[config.mk]
export PLATFORM = sky130hd
export DESIGN_NAME = pwm_duty_arbiter_flat
export DESIGN_NICKNAME = d
export VERILOG_FILES = /design/src/rtl/pwm_duty_arbiter_if.sv /design/src/rtl/pwm_duty_arbiter.sv /design/src/flat_wrapper.sv
export SDC_FILE = /design/constraint.sdc
export NUM_CORES = 1
export LEC_CHECK = 0
export CORE_MARGIN = 4
export CORE_UTILIZATION = 40
export CTS_CLUSTER_SIZE = 24
export DETAILED_ROUTE_END_ITERATION = 12
export PLACE_DENSITY = 0.85
export SYNTH_ARGS = -nofsm -noshare
export SYNTH_HDL_FRONTEND = slang
export SYNTH_SLANG_ARGS = --single-unit
[constraint.sdc]
create_clock -name clk -period 2.6 [get_ports clk]
set_input_delay 0.39 -clock clk [delete_from_list [all_inputs] [get_ports clk]]
set_output_delay 0.39 -clock clk [all_outputs]
set_load 0.05 [all_outputs]
[src/rtl/pwm_duty_arbiter_if.sv]
// Bundle of requester handshakes and the FIFO write port for pwm_duty_arbiter.
// master = requesters + FIFO side, slave = the arbiter.
interface pwm_duty_arbiter_if #(
    parameter int NUM_REQ    = 4,
    parameter int DATA_WIDTH = 12
);
    localparam int IDW = (NUM_REQ > 1) ? $clog2(NUM_REQ) : 1;

    logic [NUM_REQ-1:0]            req_valid;
    logic [NUM_REQ*DATA_WIDTH-1:0] req_data;
    logic [NUM_REQ-1:0]            req_ready;
    logic [DATA_WIDTH-1:0]         w_data;
    logic                          w_en;
    logic                          full;
    logic [IDW-1:0]                grant_id;
    logic                          busy;

    modport master (
        output req_valid, req_data, full,
        input  req_ready, w_data, w_en, grant_id, busy
    );

    modport slave (
        input  req_valid, req_data, full,
        output req_ready, w_data, w_en, grant_id, busy
    );
endinterface

[src/rtl/pwm_duty_arbiter.sv]
// Round-robin write-side arbiter for the PWM duty FIFO with write holdoff.
// Define PWM_DUTY_ARB_CLAMP_EN to clamp accepted duty values to MAX_DUTY.
module pwm_duty_arbiter #(
    parameter int                    NUM_REQ    = 4,
    parameter int                    DATA_WIDTH = 12,
    parameter int                    HOLDOFF    = 3,
    parameter logic [DATA_WIDTH-1:0] MAX_DUTY   = 12'd4000
) (
    input  logic              clk,
    input  logic              rst,
    pwm_duty_arbiter_if.slave bus
);

    localparam int IDW   = (NUM_REQ > 1) ? $clog2(NUM_REQ) : 1;
    localparam int IW    = IDW + 1;
    localparam int CW    = (HOLDOFF > 0) ? $clog2(HOLDOFF + 1) : 1;
    localparam int HLOAD = (HOLDOFF > 0) ? HOLDOFF - 1 : 0;

    typedef enum logic [1:0] {
        IDLE,
        WRITE,
        HOLD
    } state_t;

    state_t                state_q;
    state_t                state_d;
    logic [CW-1:0]         cnt_q;
    logic [CW-1:0]         cnt_d;
    logic [IDW-1:0]        last_q;
    logic [IDW-1:0]        grant_q;
    logic [DATA_WIDTH-1:0] w_data_q;

    logic                  hit;
    logic [IDW-1:0]        pick;
    logic [IW-1:0]         idx_w;
    logic [DATA_WIDTH-1:0] sel_data;
    logic [DATA_WIDTH-1:0] cap_data;
    logic                  accept;
    logic                  wr_fire;

    // Scan last+1, last+2, ... with wrap; first valid requester wins.
    always_comb begin
        hit   = 1'b0;
        pick  = '0;
        idx_w = '0;
        for (int i = 1; i <= NUM_REQ; i++) begin
            idx_w = {1'b0, last_q} + IW'(i);
            if (idx_w >= IW'(NUM_REQ)) begin
                idx_w = idx_w - IW'(NUM_REQ);
            end
            if (!hit && bus.req_valid[idx_w[IDW-1:0]]) begin
                hit  = 1'b1;
                pick = idx_w[IDW-1:0];
            end
        end
    end

    always_comb begin
        sel_data = '0;
        for (int i = 0; i < NUM_REQ; i++) begin
            if (pick == IDW'(i)) begin
                sel_data = bus.req_data[i*DATA_WIDTH +: DATA_WIDTH];
            end
        end
    end

`ifdef PWM_DUTY_ARB_CLAMP_EN
    assign cap_data = (sel_data > MAX_DUTY) ? MAX_DUTY : sel_data;
`else
    logic unused_max_duty;
    assign unused_max_duty = ^MAX_DUTY;
    assign cap_data        = sel_data;
`endif

    // Reset gates the handshake so no strobe leaks while rst is low.
    assign accept  = rst && (state_q == IDLE) && hit && !bus.full;
    assign wr_fire = (state_q == WRITE) && !bus.full;

    assign bus.req_ready = accept ? (NUM_REQ'(1) << pick) : '0;
    assign bus.w_en      = wr_fire;
    assign bus.w_data    = w_data_q;
    assign bus.grant_id  = grant_q;
    assign bus.busy      = (state_q != IDLE);

    always_comb begin
        state_d = state_q;
        cnt_d   = cnt_q;
        unique case (state_q)
            IDLE: begin
                if (accept) begin
                    state_d = WRITE;
                end
            end
            WRITE: begin
                if (wr_fire) begin
                    if (HOLDOFF > 0) begin
                        state_d = HOLD;
                        cnt_d   = CW'(HLOAD);
                    end else begin
                        state_d = IDLE;
                    end
                end
            end
            HOLD: begin
                if (cnt_q == '0) begin
                    state_d = IDLE;
                end else begin
                    cnt_d = cnt_q - CW'(1);
                end
            end
            default: begin
                state_d = IDLE;
            end
        endcase
    end

    always_ff @(posedge clk or negedge rst) begin
        if (!rst) begin
            state_q  <= IDLE;
            cnt_q    <= '0;
            last_q   <= IDW'(NUM_REQ - 1);
            grant_q  <= '0;
            w_data_q <= '0;
        end else begin
            state_q <= state_d;
            cnt_q   <= cnt_d;
            if (accept) begin
                w_data_q <= cap_data;
                grant_q  <= pick;
                last_q   <= pick;
            end
        end
    end

    a_ready_onehot: assert property (
        @(posedge clk) disable iff (!rst)
        $onehot0(bus.req_ready)
    );

    a_ready_only_idle: assert property (
        @(posedge clk) disable iff (!rst)
        (bus.req_ready != '0) |-> (state_q == IDLE)
    );

    a_wen_only_write: assert property (
        @(posedge clk) disable iff (!rst)
        bus.w_en |-> (state_q == WRITE)
    );

endmodule

[src/flat_wrapper.sv]
// flat-port wrapper written by rule: the top's interface ports become plain ports
module pwm_duty_arbiter_flat 
#(
    parameter int                    NUM_REQ    = 4,
    parameter int                    DATA_WIDTH = 12,
    parameter int                    HOLDOFF    = 3,
    parameter logic [DATA_WIDTH-1:0] MAX_DUTY   = 12'd4000
)
  (clk, rst, bus_req_valid, bus_req_data, bus_full, bus_req_ready, bus_w_data, bus_w_en, bus_grant_id, bus_busy);
  pwm_duty_arbiter_if #(.NUM_REQ(NUM_REQ), .DATA_WIDTH(DATA_WIDTH)) bus_i ();
  input  logic clk;
  input  logic rst;
  input wire logic [$bits(bus_i.req_valid)-1:0] bus_req_valid;
  input wire logic [$bits(bus_i.req_data)-1:0] bus_req_data;
  input wire logic [$bits(bus_i.full)-1:0] bus_full;
  output wire logic [$bits(bus_i.req_ready)-1:0] bus_req_ready;
  output wire logic [$bits(bus_i.w_data)-1:0] bus_w_data;
  output wire logic [$bits(bus_i.w_en)-1:0] bus_w_en;
  output wire logic [$bits(bus_i.grant_id)-1:0] bus_grant_id;
  output wire logic [$bits(bus_i.busy)-1:0] bus_busy;
  assign bus_i.req_valid = bus_req_valid;
  assign bus_i.req_data = bus_req_data;
  assign bus_i.full = bus_full;
  assign bus_req_ready = bus_i.req_ready;
  assign bus_w_data = bus_i.w_data;
  assign bus_w_en = bus_i.w_en;
  assign bus_grant_id = bus_i.grant_id;
  assign bus_busy = bus_i.busy;
  pwm_duty_arbiter #(.NUM_REQ(NUM_REQ), .DATA_WIDTH(DATA_WIDTH), .HOLDOFF(HOLDOFF), .MAX_DUTY(MAX_DUTY)) u_core (.clk(clk), .rst(rst), .bus(bus_i));
endmodule
==> results of run 1 <==
## state kept, by name, indices dropped and copies added, names as in the netlist
register	flops
u_core.bus.grant_id	2
u_core.bus.w_data	12
u_core.cnt_q	2
u_core.last_q	2
u_core.state_q	2
## power by group
| part | switching, mW | leakage, nW | internal, mW |
|---|---|---|---|
| combinational | 0.895 | 0.675 | 0.561 |
| clock | 0.0999 | 0.0279 | 0.156 |
| sequential | 0.121 | 0.236 | 0.469 |
| total | 1.12 | 0.938 | 1.19 |
## per-stage QoR
step                      setup slack (ns)  hold WS (ns)  std cells  utilization
after floorplan                      0.146        0.0944        140            -
after CTS                           0.0947         0.502        266        0.721
after global placement               0.181         0.461        262        0.704
after detailed placement             0.128         0.489        262        0.704
after global routing                0.0262         0.507        266        0.724
final                                0.102         0.510        266        0.724
## area by class of cell
cell class              count  area (um^2)
clock inverters             1         30.0
inverters                   6         22.5
flip-flops and latches     20          503
well taps                  44         55.1
multi-input cells         106          691
repair buffers             86          868
clock buffers               3         22.5
fillers                   231          836
## worst max-delay path, cell delays in order, from the launching register on
cell	delay [ns]
dfstp_2	0.62
inv_2	0.09
a21boi_1	0.19
o22ai_2	0.15
or3_1	0.44
nor2_2	0.16
buf_12	0.15
## cells in the mapped netlist, drive strengths merged
cell      n  area [um^2]
dfrtp    18          450
nand2    18         67.6
nor2     18         67.6
mux2i    12          120
o22ai     9         56.3
a22oi     7         52.6
o21ai     7         35.0
o221ai    7         61.3
a221oi    6         52.6
inv       6         22.5
a21oi     5         36.3
clkbuf    5         18.8
buf       3         30.0
dfstp     2         52.6
nand2b    2         12.5
nor3      2         10.0
a21boi    1         7.51
a21o      1         7.51
a22o      1         8.76
a31o      1         8.76
and2      1         6.26
and4b     1         10.0
ha        1         12.5
nand3     1         5.00
nand4b    1         8.76
o22a      1         8.76
o2bb2ai   1         8.76
or2       1         6.26
or3       1         6.26
## how the worst max path moves through the flow
stage                      from          endpoint  slack, ns  cells past startpoint
2_1_floorplan  u_core.last_q[1]  bus_req_ready[0]       0.15                      6
3_3_place_gp   bus_req_valid[3]  bus_req_ready[0]       0.18                      7
3_5_place_dp   bus_req_valid[3]  bus_req_ready[0]       0.13                      7
4_1_cts        u_core.last_q[1]  bus_req_ready[0]       0.09                      6
5_1_grt        bus_req_valid[1]  bus_req_ready[2]       0.03                      7
6_report       u_core.last_q[1]  bus_req_ready[0]       0.10                      6
## per-layer routing
layer | vias to the layer above | wire [um] | GRT usage
li1 | 692 | - | -
met1 | 684 | 1820 | 0.265
met2 | 88 | 2130 | 0.369
met3 | 4 | 409 | 0.0527
met4 | 0 | 42 | 0.0539
met5 | - | 0 | 0
## kinds of logic after synthesis
group,count (synthesis)
AOI/OAI and AO/OA,47
adders and majority gates,1
buffers and inverters,14
DFF,20
muxes,12
and+or+nand+nor,46
## what timing repair did
item / CTS / global route
endpoints found under the setup margin: 0 / 3
hold buffers: 0 / 0
gates resized for setup: 0 / 2
==> run_results.csv, run 1 <==
group,metric,value,unit
cts,cts_tree,"done",
synth,netlist_area,1250,um^2
synth,netlist_instances,140,
worst_setup_path,path_max_fanout,6,
detailed_routing,wl_per_cell,16.6,um
finish,drive_gt1_frac,0.131,
die,core_area,3030,um^2
die,fp.dieH,63.9,um
placement,port_buffers,74,
detailed_routing,wl,4.40,mm
power_and_ir_drop,power_density,1050,nW/um^2
global_route,antenna_found_initial,0,
outcome,status,"finished clean",
worst_setup_path,cp.required,2.21,ns
timing,rsz0062_at_grt,"false",
cts,cts.sinks,20,
die,start_util,0.413,
die,die_area,4090,um^2
global_route,grt_max_degree,17,
cts,htreeDepth,1,
detailed_routing,vias,1468,
timing,hold_violations,0,
detailed_routing,dr.first_iter.drc_count,72,
timing,tightest_slew,0.517,ns
finish,final_nets,279,
finish,mostFrequentLayoutCell,"clkdlybuf4s50_1",
worst_hold_path,min_to,"u_core.bus.grant_id[0]",
worst_hold_path,min-delay-start,"u_core.bus.grant_id[0]",
synth,synth_mux_area_frac,0.0960,
cts,root_buffer,"clkbuf_4",
detailed_routing,via_per_inst,5.52,
synth,synth_seq_area_share,0.402,
worst_setup_path,r2r_end,"u_core.bus.w_data[5]",
timing,setup_viol,0,
synth,syn-num-nets,196,
global_route,overflow,0,
flow_run,cap_violations,0,
worst_setup_path,r2r_slack,0.63,ns
finish,most-common-layout-cells,"clkdlybuf4s50_1, nand2_1, dfrtp_1",
finish,area_growth,75.2,%
synth,avgSynthCellArea,8.94,um^2
cts,cts_max_path_buffers,2,
cts,path_clk_slew,0.12,ns
die,fp.dieW,63.9,um
synth,yosysWarnings,0,
placement,gp_congestion,0.846,
cts,cts_buffers,3,
global_route,grt_use_total,0.214,
worst_hold_path,hold_depth,2,
synth,synthSimpleGateAreaFrac,0.160,
cts,clk_latency,0.30,ns
synth,synth_top_family_by_area,"compound AO/OA/AOI/OAI gates",
synth,synthAdderAreaFrac,0.0100,
timing,max_freq,400,MHz
timing,slew_headroom,0.654,
synth,ys_types,32,
finish,design_area,2190,um^2
synth,synth_compound_area_frac,0.275,
worst_setup_path,r2r-start,"u_core.last_q[1]",
power_and_ir_drop,p_leak,0.938,nW
timing,clock_skew,0.00473,ns
worst_setup_path,worstSetupPathType,"reg2out",
placement,dpl_cell_area,2130,um^2
power_and_ir_drop,power,2.30,mW
worst_setup_path,crit_path_end_kind,"primary output",
detailed_routing,ant_nets,0,
timing,drv_slew,0,
die,rows,20,
worst_setup_path,worstPathArrival,2.11,ns
finish,n_antenna_cell,0,
synth,ys_ff_latch,20,
detailed_routing,drc_errors,0,
global_route,grt_pass1_wl,7.09,mm
worst_setup_path,cp-start-kind,"flop",
worst_hold_path,hold_class,"reg2reg",
timing,finalSetupTns,0,ns
timing,post-route-period-util,0.961,
die,io_pins,75,
detailed_routing,dr.pass1.iters,4,
synth,synth-xor-area-share,0,
worst_setup_path,r2r_cells,6,
timing,period_needed,2.50,ns
placement,post-dp-hpwl,3.55,mm
global_route,grt_pass1_vias,1519,
power_and_ir_drop,ir_drop,572,uV
cts,cts_post_setup_buffers_inserted,0,
(Power assumes the default switching activity.)
==> run 2, diff against run 1 <==
--- a/config.mk
+++ b/config.mk
@@ -5,11 +5,13 @@
 export SDC_FILE = /design/constraint.sdc
 export NUM_CORES = 1
 export LEC_CHECK = 0
+export ABC_AREA = 1
+export CORE_ASPECT_RATIO = 0.9
 export CORE_MARGIN = 4
-export CORE_UTILIZATION = 40
+export CORE_UTILIZATION = 44
 export CTS_CLUSTER_SIZE = 24
 export DETAILED_ROUTE_END_ITERATION = 12
-export PLACE_DENSITY = 0.85
+export PLACE_DENSITY = 0.86
 export SYNTH_ARGS = -nofsm -noshare
 export SYNTH_HDL_FRONTEND = slang
 export SYNTH_SLANG_ARGS = --single-unit
==> run 2 against run 1 <==
Compared with the run above: sequential power shrank 6.3%; sequential share of layout area shrank 2.6 points; hold slack lost 0.022 ns; critical path type unchanged.
==> run_results.csv, run 2 <==
group,metric,value,unit
worst_setup_path,path_max_fanout,7,
cts,clk_latency,0.26,ns
synth,avgSynthCellArea,6.28,um^2
synth,synth_seq_area_share,0.330,
cts,htreeDepth,1,
timing,timing.final.ws_setup,0.135,ns
die,fp.dieW,70.1,um
timing,finalSetupTns,0,ns
global_route,grt_pass1_wl,7.02,mm
synth,ys_types,23,
detailed_routing,drc_errors,0,
worst_setup_path,worstPathArrival,2.07,ns
global_route,grt_use_total,0.190,
worst_setup_path,cpMaxStageDelayCell,"dfstp_2",
timing,hold_violations,0,
placement,post-dp-hpwl,3.34,mm
worst_setup_path,r2r_cells,12,
detailed_routing,wl_per_cell,11.5,um
worst_setup_path,cpPeakStageDelay,0.59,ns
synth,synthTopCellsByArea,"dfrtp_1, nand2_1, nand3_1, nor2_1, inv_1",
timing,max_freq,406,MHz
cts,cts.sinks,20,
finish,area_growth,61.6,%
cts,path_clk_slew,0.08,ns
flow_run,cap_violations,0,
cts,cts_max_path_buffers,2,
finish,mostFrequentLayoutCell,"nand2_1",
synth,synth-edff-count,0,
timing,drv_slew,0,
synth,synth_common_cells,"nand2_1, nand3_1, nor2_1, inv_1, dfrtp_1",
synth,syn-num-nets,299,
worst_setup_path,cp-start-kind,"flop",
timing,tightest_slew,0.814,ns
cts,root_buffer,"clkbuf_8",
worst_hold_path,min-delay-start,"u_core.bus.w_data[3]",
worst_setup_path,cp_common_cell,"nand2_2",
finish,drive_gt1_frac,0.131,
placement,port_buffers,74,
synth,yosysWarnings,0,
worst_setup_path,r2r_end,"u_core.bus.w_data[0]",
worst_setup_path,path_cells,"inv_2 -> nand2_1 -> nand2_2 -> nand2_2 -> nand2_2 -> nor2_2 -> nand3b_1 -> nand2_4 -> nand2_1 -> nor2_2 -> buf_12",
finish,n_antenna_cell,0,
timing,rsz0062_at_grt,"false",
placement,gp_congestion,0.889,
synth,ys_ff_latch,20,
synth,yosys.area.top_type_share,0.295,
synth,synthFlopType,"dfrtp_1",
die,die_area,4480,um^2
synth,yosys.cell_count.top_type,"nand2_1",
global_route,grt_pass1_vias,1707,
detailed_routing,wl,4.18,mm
power_and_ir_drop,p_leak,1.18,nW
synth,yosysTopAreaCell,"dfrtp_1",
timing,period_needed,2.46,ns
worst_hold_path,hold_class,"reg2reg",
power_and_ir_drop,ir_drop,862,uV
detailed_routing,dr.first_iter.drc_count,142,
worst_setup_path,worstSetupPathType,"reg2out",
finish,most-common-layout-cells,"nand2_1, clkdlybuf4s50_1, nand3_1",
die,start_util,0.455,
synth,netlist_area,1530,um^2
finish,largest_reg_flops,12,
worst_setup_path,r2r-start,"u_core.last_q[1]",
worst_setup_path,crit_start,"u_core.last_q[1]",
die,fp.dieH,63.9,um
synth,async_flop_share,1.00,
global_route,grt_max_degree,25,
placement,place_ws,0.0922,ns
global_route,overflow,0,
timing,setup_viol,0,
outcome,status,"finished clean",
worst_hold_path,hold_depth,2,
detailed_routing,dr.pass1.iters,4,
synth,netlist_instances,243,
timing,post-route-period-util,0.948,
finish,final_nets,377,
die,rows,20,
timing,clock_skew,0.00243,ns
die,core_area,3350,um^2
global_route,antenna_found_initial,0,
die,io_pins,75,
timing,slew_headroom,0.455,
detailed_routing,vias,1792,
worst_setup_path,cp.required,2.21,ns
cts,cts_buffers,3,
worst_setup_path,r2r_slack,0.33,ns
cts,hold_buffers,0,
worst_setup_path,crit_path_end_kind,"primary output",
cts,cts_tree,"done",
detailed_routing,via_per_inst,4.92,
power_and_ir_drop,power_density,1490,nW/um^2
worst_hold_path,min_to,"u_core.bus.w_data[3]",
detailed_routing,ant_nets,0,
[run 2: cell type report]
cell class	instances	area (um^2)
clock inverters	1	30.0
repair buffers	86	876
inverters	23	88.8
well taps	44	55.1
flip-flops and latches	20	503
clock buffers	3	41.3
multi-input cells	187	873
fillers	277	886
[run 2: logic make-up after synthesis]
logic type               synth area share
buffers and inverters               0.119
flip-flops                          0.330
AO/OA/AOI/OAI                      0.0295
AND/OR/NAND/NOR                     0.514
adder cells (fa/ha/maj)           0.00820
[run 2: through the flow]
stage          instance area [um^2]  std cells  hold slack (ns)  utilization  total power, mW
2_1_floorplan                  1530        243           0.0944            -             2.59
3_3_place_gp                   2340        357            0.463        0.697             3.15
3_5_place_dp                   2340        357            0.469        0.697             3.20
4_1_cts                        2410        361            0.489        0.718             3.52
5_1_grt                        2470        364            0.530        0.736             4.00
6_report                       2470        364            0.488        0.736             3.67
[run 2: per-layer routing]
layer / vias to the layer above / part of all wire / global-route usage / wire [um]
met1: 800 / 0.40 / 0.204 / 1660
met4: 0 / 0.026 / 0.0909 / 107
met2: 59 / 0.51 / 0.361 / 2120
met5: - / 0 / 0 / 0
met3: 9 / 0.069 / 0.0283 / 290
li1: 924 / - / - / -
[run 2: how the worst max path moves through the flow]
| stage | depth (start not counted) | endpoint |
|---|---|---|
| floorplan | 12 | bus_req_ready[2] |
| global placement | 11 | bus_req_ready[2] |
| detailed placement | 13 | u_core.bus.w_data[0] |
| CTS | 11 | bus_req_ready[2] |
| global route | 11 | bus_req_ready[0] |
| finish | 11 | bus_req_ready[2] |
[run 2: power by group]
| part | total [mW] | internal [mW] | leakage (nW) | switching (mW) |
|---|---|---|---|---|
| combinational | 2.79 | 0.996 | 0.908 | 1.80 |
| clock | 0.320 | 0.206 | 0.0357 | 0.114 |
| sequential | 0.553 | 0.470 | 0.237 | 0.0830 |
| total | 3.67 | 1.67 | 1.18 | 1.99 |
[run 2: critical path: cells and delay by family (launching register included)]
kind / cells / cell delay [ns]
DFF: 1 / 0.59
buffers and inverters: 2 / 0.23
and+or+nand+nor: 9 / 0.97
[run 2: what timing repair did]
action / CTS / global route
endpoints found under the setup margin: 0 / 4
endpoints found under the hold margin: 0 / 0
setup buffers: 0 / 3
gates resized for setup: 0 / 11
==> run 3, diff against run 2 <==
--- a/config.mk
+++ b/config.mk
@@ -12,6 +12,7 @@
 export CTS_CLUSTER_SIZE = 24
 export DETAILED_ROUTE_END_ITERATION = 12
 export PLACE_DENSITY = 0.86
+export REMOVE_ABC_BUFFERS = 1
 export SYNTH_ARGS = -nofsm -noshare
 export SYNTH_HDL_FRONTEND = slang
 export SYNTH_SLANG_ARGS = --single-unit
==> constraint.sdc (replaced) <==
create_clock -name clk -period 3.2 [get_ports clk]
set_input_delay 0.48 -clock clk [delete_from_list [all_inputs] [get_ports clk]]
set_output_delay 0.48 -clock clk [all_outputs]
set_load 0.05 [all_outputs]
==> run 3 against run 2 <==
Compared with the run above: cell area is 4.2% lower; power is 24% lower; clock-buffer cell count is 1 higher; final cell count is 1.4% lower; sequential share of layout area is 0.88 points higher; clock power is 46% lower; wire length is 7.5% higher; first-iteration DRC count is 15% lower; global-route usage is 0.70 points higher; largest cell class is now multi-input gates.
==> run_results.csv, run 3 (synthesis gave the netlist of run 2 again) <==
group,metric,value,unit
finish,fill_cells,305,
power_and_ir_drop,p_leak,1.13,nW
cts,cts_post_setup_buffers_inserted,0,
cts,clk_latency,0.26,ns
cts,cts_tree,"done",
finish,largest_reg_flops,12,
worst_setup_path,path_cells,"inv_2 -> nand2_1 -> nand2_1 -> nand2_1 -> nand2_1 -> nor2_2 -> nand3b_1 -> nand2_2 -> nand2_1 -> nor2_1 -> buf_12",
detailed_routing,drc_errors,0,
worst_setup_path,worstPathArrival,2.39,ns
timing,post-route-period-util,0.897,
placement,post-dp-hpwl,3.52,mm
detailed_routing,dr.first_iter.drc_count,121,
detailed_routing,wl_per_cell,12.5,um
finish,regArea,503,um^2
finish,drive_gt1_frac,0.0921,
worst_hold_path,hold_class,"reg2reg",
finish,multiInputGateArea,842,um^2
global_route,overflow,0,
global_route,grt_pass1_wl,7.00,mm
timing,slew_headroom,0.635,
timing,rsz0062_at_grt,"false",
placement,gp_congestion,1.00,
global_route,grt.busiest_layer,"met2",
cts,cts_max_path_buffers,2,
detailed_routing,wl,4.49,mm
flow_run,cap_violations,0,
worst_setup_path,path_max_fanout,16,
die,io_pins,75,
finish,most-common-layout-cells,"nand2_1, clkdlybuf4s50_1, nand3_1",
outcome,status,"finished clean",
detailed_routing,via_per_inst,4.95,
finish,area_growth,54.9,%
worst_setup_path,cp.required,2.72,ns
die,die_area,4480,um^2
die,rows,20,
finish,final_nets,372,
cts,hold_buffers,0,
finish,utilization,0.705,
global_route,grt_pass1_vias,1560,
timing,clock_skew,0.00608,ns
timing,hold_violations,0,
die,fp.dieW,70.1,um
detailed_routing,dr.pass1.iters,4,
timing,setup_viol,0,
global_route,grt_use_total,0.197,
timing,tightest_slew,0.545,ns
cts,cts_buffers,3,
global_route,met3_usage,0.0440,
timing,max_freq,349,MHz
detailed_routing,vias,1778,
power_and_ir_drop,ir_drop,639,uV
die,fp.dieH,63.9,um
die,core_area,3350,um^2
detailed_routing,ant_nets,0,
power_and_ir_drop,power_density,1170,nW/um^2
cts,path_clk_slew,0.08,ns
power_and_ir_drop,power,2.77,mW
global_route,antenna_found_initial,0,
timing,finalSetupTns,0,ns
worst_setup_path,cpMaxStageDelayCell,"dfstp_2",
placement,port_buffers,74,
die,start_util,0.455,
worst_setup_path,crit_buf_inv,2,
global_route,grt_util_met2,0.363,
worst_setup_path,crit_path_end_kind,"primary output",
cts,htreeDepth,1,
worst_setup_path,cpPeakStageDelay,0.65,ns
finish,mostFrequentLayoutCell,"nand2_1",
cts,cts_resized,0,
finish,n_antenna_cell,0,
timing,period_needed,2.87,ns
cts,cts.sinks,20,
worst_setup_path,cp-start-kind,"flop",
global_route,grt_max_degree,26,
global_route,met1_usage,0.226,
worst_setup_path,critPathTopFamily,"simple AND/OR/NAND/NOR gates",
timing,drv_slew,0,
worst_setup_path,worstSetupPathType,"reg2out",
cts,root_buffer,"clkbuf_8",
worst_setup_path,cp_common_cell,"nand2_1",
## run 3: metal layers
| layer | up-vias | routed length [um] |
|---|---|---|
| met5 | - | 0 |
| met4 | 0 | 62 |
| met3 | 6 | 330 |
| met2 | 67 | 2260 |
| met1 | 790 | 1840 |
| li1 | 915 | - |
## run 3: worst min-delay path: stages (launching register included)
cell,delay (ns)
dfrtp_1,0.35
nand2_1,0.05
nand2_1,0.05
## run 3: report_power, final
group	switching (mW)	internal [mW]
clock	0.0855	0.0888
sequential	0.0837	0.383
combinational	1.41	0.722
## run 3: area by class of cell
type | instances | area share
inverter | 23 | 0.0365
clock buffer | 4 | 0.0190
timing repair buffer | 81 | 0.352
sequential | 20 | 0.213
multi-input combinational | 187 | 0.356
tap | 44 | 0.0233
## run 3: worst paths after layout
kind,startpoint,end,slack [ns],cells past startpoint
setup / recovery,u_core.last_q[0],bus_req_ready[2],0.33,11
hold / removal,u_core.bus.w_data[11],u_core.bus.w_data[11],0.48,2
setup reg to reg,u_core.last_q[0],u_core.bus.w_data[9],0.66,13
hold reg to reg,u_core.bus.w_data[11],u_core.bus.w_data[11],0.48,2
max in group asynchronous,rst,u_core.last_q[1],2.32,2
min in group asynchronous,rst,u_core.cnt_q[0],0.60,2
## run 3: through the flow
step                      hold WS, ns  instance area, um^2  instances  setup slack, ns
final                           0.483                 2360        359            0.331
after global routing            0.517                 2360        359            0.162
after CTS                       0.490                 2360        359            0.326
after detailed placement        0.472                 2320        355            0.385
after global placement          0.463                 2320        355            0.425
after floorplan                 0.184                 1430        230            0.149
